<file path="src/rtl/cpu_ctrl_pkg.sv">
// Shared definitions for the hardwired sequencer: opcode constants, state and
// instruction-class encodings. CTRL_MULDIV_EN enables the mul/div execute states.
package cpu_ctrl_pkg;

   localparam int unsigned CPU_OPW = 5;
   typedef logic [CPU_OPW-1:0] opcode_t;

   localparam opcode_t OP_LD   = 5'b00000;
   localparam opcode_t OP_LDI  = 5'b00001;
   localparam opcode_t OP_ST   = 5'b00010;
   localparam opcode_t OP_ADD  = 5'b00011;
   localparam opcode_t OP_SUB  = 5'b00100;
   localparam opcode_t OP_AND  = 5'b00101;
   localparam opcode_t OP_OR   = 5'b00110;
   localparam opcode_t OP_ROR  = 5'b00111;
   localparam opcode_t OP_ROL  = 5'b01000;
   localparam opcode_t OP_SHR  = 5'b01001;
   localparam opcode_t OP_SHRA = 5'b01010;
   localparam opcode_t OP_SHL  = 5'b01011;
   localparam opcode_t OP_ADDI = 5'b01100;
   localparam opcode_t OP_ANDI = 5'b01101;
   localparam opcode_t OP_ORI  = 5'b01110;
   localparam opcode_t OP_DIV  = 5'b01111;
   localparam opcode_t OP_MUL  = 5'b10000;
   localparam opcode_t OP_NEG  = 5'b10001;
   localparam opcode_t OP_NOT  = 5'b10010;
   localparam opcode_t OP_BR   = 5'b10011;
   localparam opcode_t OP_JR   = 5'b10100;
   localparam opcode_t OP_JAL  = 5'b10101;
   localparam opcode_t OP_IN   = 5'b10110;
   localparam opcode_t OP_OUT  = 5'b10111;
   localparam opcode_t OP_MFHI = 5'b11000;
   localparam opcode_t OP_MFLO = 5'b11001;
   localparam opcode_t OP_NOP  = 5'b11010;
   localparam opcode_t OP_HALT = 5'b11011;

   typedef enum logic [3:0] {
      ST_RESET = 4'd0,
      ST_T0    = 4'd1,
      ST_T1    = 4'd2,
      ST_T2    = 4'd3,
      ST_T3    = 4'd4,
      ST_T4    = 4'd5,
      ST_T5    = 4'd6,
      ST_T6    = 4'd7,
      ST_T7    = 4'd8,
      ST_HALT  = 4'd9
   } state_t;

   typedef enum logic [3:0] {
      IC_ALU, IC_IMM, IC_UNARY, IC_LD, IC_LDI, IC_ST, IC_BR, IC_JR,
      IC_JAL, IC_IN, IC_OUT, IC_MFHI, IC_MFLO, IC_MULDIV, IC_NOP, IC_HALT
   } iclass_t;

   // Final execute state of each class; the edge leaving it returns to T0 or HALT.
   function automatic state_t last_state(input iclass_t c);
      case (c)
         IC_ALU, IC_IMM, IC_LDI: return ST_T5;
         IC_LD, IC_ST:           return ST_T7;
         IC_BR:                  return ST_T6;
         IC_UNARY, IC_JAL:       return ST_T4;
`ifdef CTRL_MULDIV_EN
         IC_MULDIV:              return ST_T6;
`endif
         default:                return ST_T3;
      endcase
   endfunction

endpackage

</file>
<file path="src/rtl/ctrl_decode.sv">
// Combinational opcode-to-class decode. With CTRL_MULDIV_EN undefined,
// mul and div fall into the nop class.
module ctrl_decode
   import cpu_ctrl_pkg::*;
#(
   parameter int unsigned OPW = CPU_OPW
) (
   input  logic [OPW-1:0] opcode_i,
   output iclass_t        iclass_o
);

   always_comb begin
      iclass_o = IC_NOP;
      case (opcode_i)
         OP_ADD, OP_SUB, OP_AND, OP_OR, OP_ROR,
         OP_ROL, OP_SHR, OP_SHRA, OP_SHL:  iclass_o = IC_ALU;
         OP_ADDI, OP_ANDI, OP_ORI:         iclass_o = IC_IMM;
         OP_NEG, OP_NOT:                   iclass_o = IC_UNARY;
         OP_LD:                            iclass_o = IC_LD;
         OP_LDI:                           iclass_o = IC_LDI;
         OP_ST:                            iclass_o = IC_ST;
         OP_BR:                            iclass_o = IC_BR;
         OP_JR:                            iclass_o = IC_JR;
         OP_JAL:                           iclass_o = IC_JAL;
         OP_IN:                            iclass_o = IC_IN;
         OP_OUT:                           iclass_o = IC_OUT;
         OP_MFHI:                          iclass_o = IC_MFHI;
         OP_MFLO:                          iclass_o = IC_MFLO;
         OP_HALT:                          iclass_o = IC_HALT;
`ifdef CTRL_MULDIV_EN
         OP_MUL, OP_DIV:                   iclass_o = IC_MULDIV;
`endif
         default:                          iclass_o = IC_NOP;
      endcase
   end

endmodule

</file>
<file path="src/rtl/control_unit.sv">
// Hardwired fetch/execute sequencer driving every datapath strobe.
// CTRL_MULDIV_EN adds the mul/div execute states (T3-T6).
module control_unit
   import cpu_ctrl_pkg::*;
#(
   parameter int unsigned OPW = CPU_OPW
) (
   input  logic        Clock,
   input  logic        Reset,
   input  logic [31:0] IRregister,
   input  logic        CON,
   input  logic        Stop,
   output logic        Run,
   output logic        HIin,
   output logic        LOin,
   output logic        PCin,
   output logic        MDRin,
   output logic        Zin,
   output logic        Yin,
   output logic        MARin,
   output logic        IRin,
   output logic        CONin,
   output logic        OUTPORTin,
   output logic        HIout,
   output logic        LOout,
   output logic        ZHIout,
   output logic        ZLOout,
   output logic        PCout,
   output logic        MDRout,
   output logic        INPORTout,
   output logic        Yout,
   output logic        Cout,
   output logic        BAout,
   output logic        Rout,
   output logic        Gra,
   output logic        Grb,
   output logic        Grc,
   output logic        Rin,
   output logic        Read,
   output logic        IncPC,
   output logic        write
);

   state_t  state_q, state_d;
   iclass_t iclass;
   logic    unused_ir;

   assign unused_ir = ^IRregister[31-OPW:0];

   ctrl_decode #(.OPW(OPW)) u_decode (
      .opcode_i (IRregister[31 -: OPW]),
      .iclass_o (iclass)
   );

   always_ff @(posedge Clock or posedge Reset) begin
      if (Reset) state_q <= ST_RESET;
      else       state_q <= state_d;
   end

   // Stop is only consulted on the edge leaving an instruction's final state.
   always_comb begin
      state_d = state_q;
      case (state_q)
         ST_RESET:            state_d = ST_T0;
         ST_HALT:             state_d = ST_HALT;
         ST_T0, ST_T1, ST_T2: state_d = state_t'(state_q + 4'd1);
         default: begin
            if (iclass == IC_HALT)                 state_d = ST_HALT;
            else if (state_q == last_state(iclass)) state_d = Stop ? ST_HALT : ST_T0;
            else                                   state_d = state_t'(state_q + 4'd1);
         end
      endcase
   end

   always_comb begin
      {HIin, LOin, PCin, MDRin, Zin, Yin, MARin, IRin, CONin, OUTPORTin} = '0;
      {HIout, LOout, ZHIout, ZLOout, PCout, MDRout, INPORTout, Yout, Cout, BAout, Rout} = '0;
      {Gra, Grb, Grc, Rin, Read, IncPC, write} = '0;
      Run = (state_q != ST_RESET) && (state_q != ST_HALT);
      case (state_q)
         ST_T0: begin PCout = 1'b1; MARin = 1'b1; end
         ST_T1: begin Read = 1'b1; MDRin = 1'b1; PCin = 1'b1; IncPC = 1'b1; end
         ST_T2: begin MDRout = 1'b1; IRin = 1'b1; end
         ST_T3: begin
            case (iclass)
               IC_ALU, IC_IMM:         begin Grb = 1'b1; Rout = 1'b1; Yin = 1'b1; end
               IC_LD, IC_LDI, IC_ST:   begin Grb = 1'b1; BAout = 1'b1; Yin = 1'b1; end
               IC_UNARY:               begin Grb = 1'b1; Rout = 1'b1; Zin = 1'b1; end
               IC_BR:                  begin Gra = 1'b1; Rout = 1'b1; CONin = 1'b1; end
               IC_JR:                  begin Gra = 1'b1; Rout = 1'b1; PCin = 1'b1; end
               IC_JAL:                 begin PCout = 1'b1; Grb = 1'b1; Rin = 1'b1; end
               IC_IN:                  begin INPORTout = 1'b1; Gra = 1'b1; Rin = 1'b1; end
               IC_OUT:                 begin Gra = 1'b1; Rout = 1'b1; OUTPORTin = 1'b1; end
               IC_MFHI:                begin HIout = 1'b1; Gra = 1'b1; Rin = 1'b1; end
               IC_MFLO:                begin LOout = 1'b1; Gra = 1'b1; Rin = 1'b1; end
`ifdef CTRL_MULDIV_EN
               IC_MULDIV:              begin Gra = 1'b1; Rout = 1'b1; Yin = 1'b1; end
`endif
               default: ;
            endcase
         end
         ST_T4: begin
            case (iclass)
               IC_ALU:                       begin Grc = 1'b1; Rout = 1'b1; Zin = 1'b1; end
               IC_IMM, IC_LD, IC_LDI, IC_ST: begin Cout = 1'b1; Zin = 1'b1; end
               IC_UNARY:                     begin ZLOout = 1'b1; Gra = 1'b1; Rin = 1'b1; end
               IC_BR:                        begin PCout = 1'b1; Yin = 1'b1; end
               IC_JAL:                       begin Gra = 1'b1; Rout = 1'b1; PCin = 1'b1; end
`ifdef CTRL_MULDIV_EN
               IC_MULDIV:                    begin Grb = 1'b1; Rout = 1'b1; Zin = 1'b1; end
`endif
               default: ;
            endcase
         end
         ST_T5: begin
            case (iclass)
               IC_ALU, IC_IMM, IC_LDI: begin ZLOout = 1'b1; Gra = 1'b1; Rin = 1'b1; end
               IC_LD, IC_ST:           begin ZLOout = 1'b1; MARin = 1'b1; end
               IC_BR:                  begin Cout = 1'b1; Zin = 1'b1; end
`ifdef CTRL_MULDIV_EN
               IC_MULDIV:              begin ZLOout = 1'b1; LOin = 1'b1; end
`endif
               default: ;
            endcase
         end
         ST_T6: begin
            case (iclass)
               IC_LD:     begin Read = 1'b1; MDRin = 1'b1; end
               IC_ST:     begin Gra = 1'b1; Rout = 1'b1; MDRin = 1'b1; end
               // Branch not taken leaves T6 as a bubble.
               IC_BR:     begin ZLOout = CON; PCin = CON; end
`ifdef CTRL_MULDIV_EN
               IC_MULDIV: begin ZHIout = 1'b1; HIin = 1'b1; end
`endif
               default: ;
            endcase
         end
         ST_T7: begin
            case (iclass)
               IC_LD:   begin MDRout = 1'b1; Gra = 1'b1; Rin = 1'b1; end
               IC_ST:   write = 1'b1;
               default: ;
            endcase
         end
         default: ;
      endcase
   end

endmodule

</file>
<file path="config.mk">
export PLATFORM = sky130hd
export DESIGN_NAME = control_unit
export DESIGN_NICKNAME = d
export VERILOG_FILES = /design/src/rtl/cpu_ctrl_pkg.sv /design/src/rtl/ctrl_decode.sv /design/src/rtl/control_unit.sv
export SDC_FILE = /design/constraint.sdc
export NUM_CORES = 1
export LEC_CHECK = 0
export CAP_MARGIN = 20
export CORE_UTILIZATION = 41
export CTS_CLUSTER_SIZE = 28
export DETAILED_ROUTE_END_ITERATION = 12
export GPL_TIMING_DRIVEN = 0
export PLACE_DENSITY = 0.81
export SYNTH_ARGS = -nofsm -noshare
export SYNTH_HDL_FRONTEND = slang
export SYNTH_SLANG_ARGS = --single-unit
</file>
<file path="constraint.sdc">
create_clock -name Clock -period 3 [get_ports Clock]
set_clock_uncertainty 0.05 [all_clocks]
set_input_delay 0.3 -clock Clock [delete_from_list [all_inputs] [get_ports Clock]]
set_output_delay 0.3 -clock Clock [all_outputs]
set_load 0.1 [all_outputs]
</file>
==> parameters.txt, run 1 <==
Parameter                              Value

STA
  Worst hold slack    slightly below 200 ps
  Clock period minus final worst setup slack    2988 ps
  Fin. Hold Viols    0
  Final worst slack    around 12 ps
  Worst-Margin Slew    989.9 ps
  Relative max-transition margin    33.80%
  Summed negative setup slack over all endpoints    0 ps
  Max Freq    334.7 MHz
  Setup repair after global routing missed its margin    true
  Post-route clock period utilization    99.60%
  Number of max-slew violations in the final report    0
  Number of endpoints failing setup at the final stage    0

GRT
  Initial antenna violation count    0
  Most used routing layer in global routing    met2
  Largest net degree at the start of global routing    11
  Global route overflow    0
  Grt met1 use    34.22%
  Global-route wire length before repair    6196 um
  Overall fraction of global-route tracks in use    between 20% and 30%
  Met3 Use GR    0%
  Vias in the first global route    approximately 1400
  Met2 demand-to-capacity share in global routing    34.74%

Yosys
  Library cell occupying the most area in the post-synthesis netlist    ha_1
  Sequential element share of the synthesized area    7.576%
  Synthesized netlist cell count    about 190
  Predominant post-synthesis flop cell    dfrtp_1
  Leading cell types by total area after synthesis    ha_1, dfrtp_1, nand2_1
  Post-synthesis cell type count    66
  Number of flops mapped to enable cells by yosys    0
  Fraction of synthesized cell area taken by the top area cell type    9.470%
  Mean cell area of the mapped netlist    6.918 um2
  Syn. warnings    0
  Post-synthesis instance area    1321 um2
  Number of flip-flops and latches in the synthesized netlist    4
  Async SR Flop Fraction    100.0%

Power
  Total Power Consumption    1.604 mW
  Fraction of power consumed by the clock network    4.1%
  Static leakage    0.8720 nW
  Power density over the cells    a little under 800 nW/um2
  Reported net switching power    1.083 mW
  Comb power frac    approximately 88%
  Fraction of power spent switching nets    roughly two thirds
  Max IR drop VDD    between 0.0007 and 0.0008 V
  Internal power    521.4 uW
  Seq pwr share    7.7%

Layout
  Core utilization of the finished layout    66.93%
  Most common library cell in the layout ignoring fill and taps    nand2_1
  Sequential Area    101.3 um2
  Register ranked first by flip-flop count    state_q
  Biggest regs    state_q x4
  Area of the multi-input gates    between 1000 and 1500 um2
  Antenna fix cells    0
  Non-Filler Instances    277
  Highest-count cells in the layout ignoring fill and taps    nand2_1, buf_4, nor2_1
  Post-layout net count    approximately 280
  Filler Cells Inserted    around 260
  Max FFs per register    4
  Share of layout cells above drive strength 1    44.64%
  Relative area change from synthesis to final layout    54.64%
  Non-Filler Cell Area, Final    between 2000 and 2500 um2

Clock tree
  Largest buffer count on any clock path    2
  Number of buffers inserted for hold repair after clock tree synthesis    0
  Root buffer cell    clkbuf_4
  Clock tree from TritonCTS    done
  CTS H-tree lvls    1
  Clock slew seen by the registers of the worst setup and hold paths    around 40 ps
  Worst-skew pair later-pin latency    230 ps
  Total clock buffers created by CTS    3
  Total number of clock tree sinks    4

Setup path
  Most prevalent standard cell on the critical path    o32a_4
  Cell at the slowest stage of the critical path    or4b_4
  Register-to-register setup slack    1130 ps
  Delay of the slowest cell on the worst path    about 510 ps
  Classification of the worst setup path    input pin to primary output
  Crit path launch type    input pin
  R2R Path End    state_q[3]$_DFF_PP0_
  Arrival time reported for the critical path endpoint    2640 ps
  Data required time at the worst endpoint    2650 ps
  Reg2Reg Launch Point    state_q[0]$_DFF_PP0_
  Family of cells with the greatest summed delay on the critical path    simple AND/OR/NAND/NOR gates
  Critical path buffers and inverters    3
  Maximum net fanout on the critical path    5
  Chain of cells forming the critical path    buf_6 > inv_8 > ha_4 > nand2b_4 > a21oi_4 > o32a_4 > nand2_4 > o32a_4 > or3b_4 > or4b_4 > buf_12
  Cell depth of the worst flop-to-flop path    5
  Nature of the critical path endpoint    primary output

Route
  Vias    1538
  Initial drt markers    48
  Routed Antenna Nets    0
  Final Routed Wirelength    3815 um
  Average wire per standard cell    13.77 um
  Detailed-router iteration count before antenna repair    4
  Number of DRC violations after detailed routing    0
  Routed vias/inst    5.552

Flow run
  Max Cap Viol    0

Die
  Number of placement rows    20
  CORE AREA    3053 um2
  Horizontal die dimension    58.77 um
  Floorplan die area    around 3500 um2
  Initial core utilization    43.28%
  Total I/O pin count    65
  Vertical die dimension    58.77 um

Place
  Total of buffers placed on input and output ports    32
  Routability cong.    0.9210
  Number of cells in the design after placement    between 200 and 300
  Placement-stage worst setup slack    -1526 ps
  Post-place instance area    1886 um2
  HPWL after DPL    ~2800 um

Worst hold path
  Class of the tightest hold or removal check    input pin to async pin

Outcome
  Outcome    finished clean
## cells by family after synthesis
| group | synth area share (%) |
|---|---|
| simple gates | 33.71 |
| compound gates | 34.75 |
| buf+inv | 10.70 |
| fa+ha+maj | 9.470 |
| xor+xnor | 2.652 |
| flops | 7.576 |
| other cells | 0.2838 |
| mux | 0.8522 |
## area by class of cell
| class | instances | share of cell area, % |
|---|---|---|
| flip-flops and latches | 4 | 4.960 |
| plain buffers | 11 | 4.715 |
| inverters | 15 | 3.735 |
| clock buffers | 3 | 1.102 |
| repair buffers | 37 | 16.04 |
| well taps | 44 | 2.694 |
| multi-input cells | 163 | 66.75 |
## routing by layer
metal	wire length (um)	share of wire, %
met1	1862	49
met2	1866	49
met4	14	0.37
met5	0	0
met3	72	1.9
## worst max-delay path by stage
stage | to | depth (start not counted) | startpoint | slack, ps
floorplan | Gra | 9 | IRregister[27] | -250
global placement | Gra | 11 | IRregister[27] | -1490
detailed placement | Gra | 11 | IRregister[27] | -1530
CTS | Gra | 11 | IRregister[27] | -100
global route | Gra | 10 | state_q[1]$_DFF_PP0_ | -60
finish | Gra | 11 | IRregister[28] | 10
## cell usage after synthesis, types with 3 or more instances
| cell | instances |
|---|---|
| o211ai_1 | 3 |
| inv_1 | 14 |
| nor2_1 | 19 |
| a21o_1 | 3 |
| buf_4 | 7 |
| nand2_1 | 22 |
| o22ai_1 | 4 |
| xnor2_1 | 3 |
| dfrtp_1 | 4 |
| nor2b_1 | 3 |
| a21oi_1 | 9 |
| ha_1 | 10 |
| o21ai_0 | 8 |
| nand3_1 | 6 |
| a31oi_1 | 3 |
| nor3_1 | 6 |
## power groups by stage
stage | Sequential, mW | Combinational (mW) | Clock (mW)
final | 0.124 | 1.41 | 0.0658
after global routing | 0.131 | 1.50 | 0.0702
after CTS | 0.112 | 1.37 | 0.0691
after detailed placement | 0.113 | 1.36 | 0
after global placement | 0.112 | 1.35 | 0
after floorplan | 0.105 | 1.11 | 0
## timing repair
item | 4_1_cts | 5_1_grt
pin swaps | 4 | 8
setup buffers | 3 | 2
gates resized for setup | 130 | 30
hold endpoints to repair | 0 | 0
cloned | 0 | 0
setup endpoints to repair | 22 | 20
No activity file was read; power rests on OpenSTA's default activity.
==> inputs of run 2 (changes only) <==
ABC_CLOCK_PERIOD_IN_PS = 3000   (was default)
==> results of run 2 <==
No change in the layout: final DEF, timing and power equal those of run 1.
